**config.mk**
```make
export PLATFORM = sky130hd
export DESIGN_NAME = stream_input_player_flat
export DESIGN_NICKNAME = d
export VERILOG_FILES = /design/src/rtl/stream_input_player_if.sv /design/src/rtl/stream_input_player.sv /design/src/flat_wrapper.sv
export SDC_FILE = /design/constraint.sdc
export NUM_CORES = 1
export LEC_CHECK = 0
export ABC_AREA = 1
export CORE_ASPECT_RATIO = 1.75
export CORE_MARGIN = 10
export CORE_UTILIZATION = 55
export DETAILED_ROUTE_END_ITERATION = 7
export PLACE_DENSITY = 0.76
export SYNTH_ARGS = -nofsm -noshare
export SYNTH_HDL_FRONTEND = slang
export SYNTH_SLANG_ARGS = --single-unit
```
**constraint.sdc**
```tcl
create_clock -name clk -period 17.6 [get_ports clk]
set_input_delay 2.64 -clock clk [delete_from_list [all_inputs] [get_ports clk]]
set_output_delay 2.64 -clock clk [all_outputs]
set_load 0.005 [all_outputs]
```
**src/rtl/stream_input_player_if.sv**
```systemverilog
`default_nettype none
// ============================================================================
// Module      : stream_input_player_if
// Description : Host-side event handshake for stream_input_player. The host
//               offers (delay, value) pairs with valid/ready.
// Revision    : 1.0 - initial release
// ============================================================================
interface stream_input_player_if #(
    parameter int DATA_W  = 64,
    parameter int DELAY_W = 32
);
    logic                      s_valid;
    logic                      s_ready;
    logic        [DELAY_W-1:0] s_delay;
    logic signed [DATA_W-1:0]  s_value;

    // Host side: offers events
    modport master (
        output s_valid,
        output s_delay,
        output s_value,
        input  s_ready
    );

    // Player side: accepts events
    modport slave (
        input  s_valid,
        input  s_delay,
        input  s_value,
        output s_ready
    );
endinterface
`default_nettype wire

```
**src/rtl/stream_input_player.sv**
```systemverilog
`default_nettype none
// ============================================================================
// Module      : stream_input_player
// Description : Replays queued (delay, value) events into a monitor input
//               port as single-cycle strobes at their scheduled times.
//               Optional macro STREAM_PLAYER_LATE_CNT_EN builds the lateness
//               detector and the saturating late_cnt register; otherwise
//               late_cnt is tied to zero.
// Revision    : 1.0 - initial release
// ============================================================================
module stream_input_player #(
    parameter int DATA_W  = 64,
    parameter int DELAY_W = 32,
    parameter int DEPTH   = 4
) (
    input  wire logic                     clk,
    input  wire logic                     rst,      // asynchronous, active-low
    input  wire logic                     en,
    stream_input_player_if.slave          s_if,
    output logic signed [DATA_W-1:0]      input_0,
    output logic                          new_input_0,
    output logic                          busy,
    output logic        [15:0]            late_cnt
);

    localparam int                 c_aw        = $clog2(DEPTH);
    localparam logic [c_aw:0]      c_ptr_one   = {{c_aw{1'b0}}, 1'b1};
    localparam logic [DELAY_W-1:0] c_dly_one   = {{(DELAY_W-1){1'b0}}, 1'b1};

    typedef enum logic [0:0] {
        ST_IDLE  = 1'b0,
        ST_ARMED = 1'b1
    } state_t;

    // Event storage (no reset needed: validity is tracked by the pointers)
    logic        [DELAY_W-1:0] r_mem_delay [DEPTH];
    logic signed [DATA_W-1:0]  r_mem_value [DEPTH];

    logic [c_aw:0]             r_wr;
    logic [c_aw:0]             r_rd;
    state_t                    r_state;
    state_t                    w_state_nx;
    logic [DELAY_W-1:0]        r_elapsed;     // enabled cycles since last pulse
    logic                      r_pulse;
    logic signed [DATA_W-1:0]  r_value;

    logic [c_aw:0]             w_count;
    logic                      w_full;
    logic                      w_push;
    logic                      w_pop;
    logic                      w_cand_avail;
    logic [c_aw-1:0]           w_cand_idx;
    logic [DELAY_W-1:0]        w_cand_delay;
    logic [DELAY_W-1:0]        w_dly_eff;
    logic [DELAY_W-1:0]        w_since;
    logic [DELAY_W-1:0]        w_since_nx;
    logic                      w_fire;

    assign w_count     = r_wr - r_rd;
    assign w_full      = (r_wr[c_aw] != r_rd[c_aw]) && (r_wr[c_aw-1:0] == r_rd[c_aw-1:0]);
    assign s_if.s_ready = !w_full && en;
    assign w_push      = s_if.s_valid && !w_full && en;
    // The entry on show is retired at the end of the cycle its strobe is visible
    assign w_pop       = r_pulse && en;

    // Scheduling decision for the next cycle's strobe. While a strobe is on
    // show, the head is already committed, so the candidate is the entry
    // behind it and the time since the last pulse restarts from zero.
    always_comb begin
        w_cand_avail = r_pulse ? (w_count > c_ptr_one) : (r_state == ST_ARMED);
        w_cand_idx   = r_rd[c_aw-1:0] + c_aw'(r_pulse);
        w_cand_delay = r_mem_delay[w_cand_idx];
        w_dly_eff    = (w_cand_delay == '0) ? c_dly_one : w_cand_delay;
        w_since      = r_pulse ? '0 : r_elapsed;
        w_since_nx   = (&w_since) ? w_since : (w_since + c_dly_one);
        w_fire       = en && w_cand_avail && (w_since_nx >= w_dly_eff);
    end

    // FIFO write port
    always_ff @(posedge clk) begin
        if (w_push) begin
            r_mem_delay[r_wr[c_aw-1:0]] <= s_if.s_delay;
            r_mem_value[r_wr[c_aw-1:0]] <= s_if.s_value;
        end
    end

    // Pointers, elapsed counter and registered strobe; all frozen while en is low
    always_ff @(posedge clk or negedge rst) begin
        if (!rst) begin
            r_wr      <= '0;
            r_rd      <= '0;
            r_elapsed <= '0;
            r_pulse   <= 1'b0;
            r_value   <= '0;
        end else if (en) begin
            if (w_push) r_wr <= r_wr + c_ptr_one;
            if (w_pop)  r_rd <= r_rd + c_ptr_one;
            r_elapsed <= w_since_nx;
            r_pulse   <= w_fire;
            r_value   <= w_fire ? r_mem_value[w_cand_idx] : '0;
        end
    end

    // State register
    always_ff @(posedge clk or negedge rst) begin
        if (!rst) begin
            r_state <= ST_IDLE;
        end else if (en) begin
            r_state <= w_state_nx;
        end
    end

    // Next state: ARMED whenever the FIFO holds at least one entry
    always_comb begin
        w_state_nx = r_state;
        case (r_state)
            ST_IDLE: begin
                if (w_push) w_state_nx = ST_ARMED;
            end
            ST_ARMED: begin
                if (w_pop && !w_push && (w_count == c_ptr_one)) w_state_nx = ST_IDLE;
            end
            default: w_state_nx = ST_IDLE;
        endcase
    end

    assign busy = (r_state == ST_ARMED);

    // A strobe already registered must not leak out during a disabled cycle;
    // it stays held and appears in the next enabled cycle.
    assign new_input_0 = r_pulse && en;
    assign input_0     = en ? r_value : '0;

`ifdef STREAM_PLAYER_LATE_CNT_EN
    logic        w_late;
    logic [15:0] r_late_cnt;

    // An event firing beyond its nominal delay was held back by its own arrival
    assign w_late = w_fire && (w_since_nx > w_dly_eff);

    // Saturating lateness counter
    always_ff @(posedge clk or negedge rst) begin
        if (!rst) begin
            r_late_cnt <= '0;
        end else if (en && w_late && (r_late_cnt != 16'hFFFF)) begin
            r_late_cnt <= r_late_cnt + 16'd1;
        end
    end

    assign late_cnt = r_late_cnt;
`else
    assign late_cnt = '0;
`endif

endmodule
`default_nettype wire
```
**src/flat_wrapper.sv**
```systemverilog
// flat-port wrapper written by rule: the top's interface ports become plain ports
module stream_input_player_flat 
#(
    parameter int DATA_W  = 64,
    parameter int DELAY_W = 32,
    parameter int DEPTH   = 4
)
  (clk, rst, en, input_0, new_input_0, busy, late_cnt, s_if_s_valid, s_if_s_delay, s_if_s_value, s_if_s_ready);
  stream_input_player_if #(.DATA_W(DATA_W), .DELAY_W(DELAY_W)) s_if_i ();
  input  wire logic clk;
  input  wire logic rst;
  input  wire logic en;
  output logic signed [DATA_W-1:0] input_0;
  output logic new_input_0;
  output logic busy;
  output logic        [15:0] late_cnt;
  input wire logic [$bits(s_if_i.s_valid)-1:0] s_if_s_valid;
  input wire logic [$bits(s_if_i.s_delay)-1:0] s_if_s_delay;
  input wire logic [$bits(s_if_i.s_value)-1:0] s_if_s_value;
  output wire logic [$bits(s_if_i.s_ready)-1:0] s_if_s_ready;
  assign s_if_i.s_valid = s_if_s_valid;
  assign s_if_i.s_delay = s_if_s_delay;
  assign s_if_i.s_value = s_if_s_value;
  assign s_if_s_ready = s_if_i.s_ready;
  stream_input_player #(.DATA_W(DATA_W), .DELAY_W(DELAY_W), .DEPTH(DEPTH)) u_core (.clk(clk), .rst(rst), .en(en), .s_if(s_if_i), .input_0(input_0), .new_input_0(new_input_0), .busy(busy), .late_cnt(late_cnt));
endmodule
```
==> impl_metrics.py <==
metrics = {
    "floorplanning": {
        "initial_utilization_pct": 55.9,
        "fp.dieW_microns": 171,
        "rows": 96,
        "die_h_microns": 285,
        "ios": 183,
        "core_area_sq_um": 39400,
        "die_area_sq_um": 48700,
    },
    "clocking": {
        "cts_buffer_depth": 3,
        "postCtsResizedCells": 0,
        "cts_setup_buffers": 0,
        "numCtsBuffers": 41,
        "clkSlewWorstSetupHoldPaths_ns": 0.06,
        "clock_latency_ns": 0.55,
        "cts-root-buf": "clkbuf_16",
        "cts_hold_buf": 0,
        "tritoncts": "done",
        "cts.htree.levels": 2,
        "clock_sinks": 488,
    },
    "layout": {
        "drive_gt1_share_pct": 9.74,
        "nets": 2348,
        "syn2layout_area_growth_pct": 14.3,
        "fin_area_sq_um": 25200,
    },
    "placement": {
        "port_buffers": 166,
        "dp_hpwl_mm": 34.8,
        "gp_congestion": 0.929,
        "place_area_sq_um": 23900,
    },
    "sta": {
        "rsz0062_at_grt": "false",
        "tns_ns": 0,
        "setup_violations": 0,
        "hold_violations": 0,
        "finalMaxSlewViolations": 0,
        "skew_ns": 0.0118,
        "clock.fmax_mhz": 137,
        "worstMarginPinSlew_ns": 1.19,
        "max_slew_margin_pct": 20.7,
        "min_period_ns": 7.31,
        "period_share_pct": 41.5,
    },
    "job": {
        "maxCapViolCount": 0,
    },
    "grt": {
        "grt_start_max_net_pins": 193,
        "grt_pass1_wl_mm": 84.1,
        "grt_overflow_total": 0,
        "grt_pass1_vias": 15657,
        "antenna_found_initial": 8,
        "grt_usage_pct": 22.2,
    },
    "routing": {
        "vias": 15066,
        "drc": 0,
        "first_pass_iters": 5,
        "ant_nets": 0,
        "viasPerCell": 5.51,
        "wire_per_inst_microns": 19.9,
        "routed_wirelength_mm": 54.5,
        "drtIter0Drc": 1086,
    },
    "critical_path": {
        "crit_type": "input port to output port",
        "crit_required_ns": 14.96,
        "crit_family": "buffers and inverters",
        "critPathMaxFanout": 70,
        "crit_chain": "buf_4 > buf_4 > nand2_1 > inv_1 > clkdlybuf4s50_1",
        "critPathMaxStageDelay_ns": 0.72,
        "cp.arrival_ns": 4.67,
        "cpMaxStageDelayCell": "buf_4",
        "startpoint_type": "input port",
        "end_kind": "output port",
        "cp_common_cell": "buf_4",
        "crit_buf_inv": 4,
    },
    "logic_synthesis": {
        "synth_edf_count": 384,
        "yosysSeqAreaShare_pct": 64.2,
        "yosys_most_used_dff": "edfxtp_1",
        "synth.distinct_cells": 39,
        "synthTopCellsByCount": "nand2_1 (583), edfxtp_1 (384), nor2_1 (215)",
        "synthCells": 2087,
        "synth_area_leaders": "edfxtp_1 (52%), dfrtp_1 (12%), nand2_1 (9.9%)",
        "synth_area_sq_um": 22000,
        "yosysTopAreaCellShare_pct": 52.4,
        "synth-seq-cells": 488,
        "yosysMostFrequentCell": "nand2_1",
        "yosys_warnings": 0,
        "async_flop_share_pct": 21.3,
        "synth_top_cell_by_area": "edfxtp_1",
        "avgSynthCellArea_sq_um": 10.5,
    },
    "power_and_ir_drop": {
        "sw_frac_of_total_pct": 31.8,
        "p_per_area_nw_per_um2": 122,
        "pwr-share-comb_pct": 26.1,
        "power.share.sequential_pct": 45.5,
        "power_frac_clock_pct": 28.4,
        "p_sw_uw": 980,
        "internal_power_uw": 2100,
        "leakage_uw": 0.0103,
        "peakVddDrop_uv": 99.4,
    },
    "run_status": {
        "status": "finished, final reports clean",
    },
    "worst_hold_path": {
        "hold_path.class": "flop to flop",
    },
}
routing by layer:
layer,global-route usage (%),up-vias,share of wire [%]
met2,41.9,410,55
met5,0,-,0.10
met3,3.94,99,5.2
met1,22.6,7380,35
li1,-,7169,-
met4,10.9,8,3.9
registers in the layout, indices dropped and copies added (netlist names):
signal and count:
u_core.r_value 64, u_core.r_rd 3, u_core.busy 1, u_core.r_wr 3, u_core.r_pulse 1, u_core.r_elapsed 32, u_core.r_mem_value 256, u_core.r_mem_delay 128
metrics by stage:
| step | cells | total power [uW] | util, % | hold slack [ns] | worst slack, ns |
|---|---|---|---|---|---|
| floorplan | 2102 | 2010 | - | 0.449 | 9.59 |
| global placement | 2653 | 2190 | 60.6 | 0.463 | 10.36 |
| detailed placement | 2653 | 2230 | 60.6 | 0.465 | 10.27 |
| CTS | 2729 | 3100 | 63.8 | 0.483 | 10.27 |
| global route | 2733 | 3240 | 63.9 | 0.504 | 10.13 |
| finish | 2733 | 3080 | 63.9 | 0.486 | 10.29 |
worst min-delay path: cells and delay by family, from the launching register on:
| family | cells | cell delay, ns |
|---|---|---|
| and+or+nand+nor | 2 | 0.10 |
| DFF | 1 | 0.35 |
power by group through the flow:
stage / sequential, uW / combinational, uW / clock, uW
2_1_floorplan: 1430 / 585 / 0
3_3_place_gp: 1420 / 770 / 0
3_5_place_dp: 1420 / 803 / 0
4_1_cts: 1400 / 808 / 890
5_1_grt: 1410 / 900 / 932
6_report: 1400 / 802 / 875
cell families (layout without fill, tap and decap cells):
family | Yosys count | after routing | share of synthesized area (%)
compound gates | 233 | 233 | 6.92
xor+xnor | 21 | 21 | 0.836
fa+ha+maj | 42 | 42 | 2.42
buf+inv | 285 | 422 | 5.88
flops | 488 | 488 | 64.2
other cells | 1 | 20 | 0.0170
simple gates | 1017 | 1017 | 19.7
final timing paths:
check                                               from                             end  slack (ns)  depth (start not counted)
min in group asynchronous                            rst  u_core.r_value[58]$_DFFE_PN0P_        2.14                          1
max reg2reg                   u_core.r_rd[0]$_DFFE_PN0P_  u_core.r_value[52]$_DFFE_PN0P_       12.34                         23
max                                                   en                     new_input_0       10.29                          5
min                        u_core.r_value[5]$_DFFE_PN0P_   u_core.r_value[5]$_DFFE_PN0P_        0.49                          2
max in group asynchronous                            rst      u_core.r_pulse$_DFFE_PN0P_       13.99                          2
min reg2reg                u_core.r_value[5]$_DFFE_PN0P_   u_core.r_value[5]$_DFFE_PN0P_        0.49                          2
placed cells by master (no fill, tap or decap), types with 16 or more instances in the layout:
master / n
or2_2: 64
nand3_1: 91
clkdlybuf4s50_1: 164
o21ai_0: 71
edfxtp_1: 384
o211ai_1: 64
nand2_2: 27
buf_4: 17
conb_1: 16
dfrtp_1: 103
nand2_1: 582
nor2_2: 20
ha_1: 40
clkbuf_16: 41
o31ai_1: 65
inv_1: 158
nor2_1: 211
area by class of cell:
class                           instances  area [sq um]
Sequential cell                       488         14100
Inverter                              163           614
Fill cell                            3044         14200
Clock buffer                           60          1160
Timing Repair Buffer                  183          1810
Clock inverter                         16           131
Tap cell                              490           613
Multi-Input combinational cell       1329          6690
Antenna cell                            4          10.0
(Power assumes the default switching activity.)
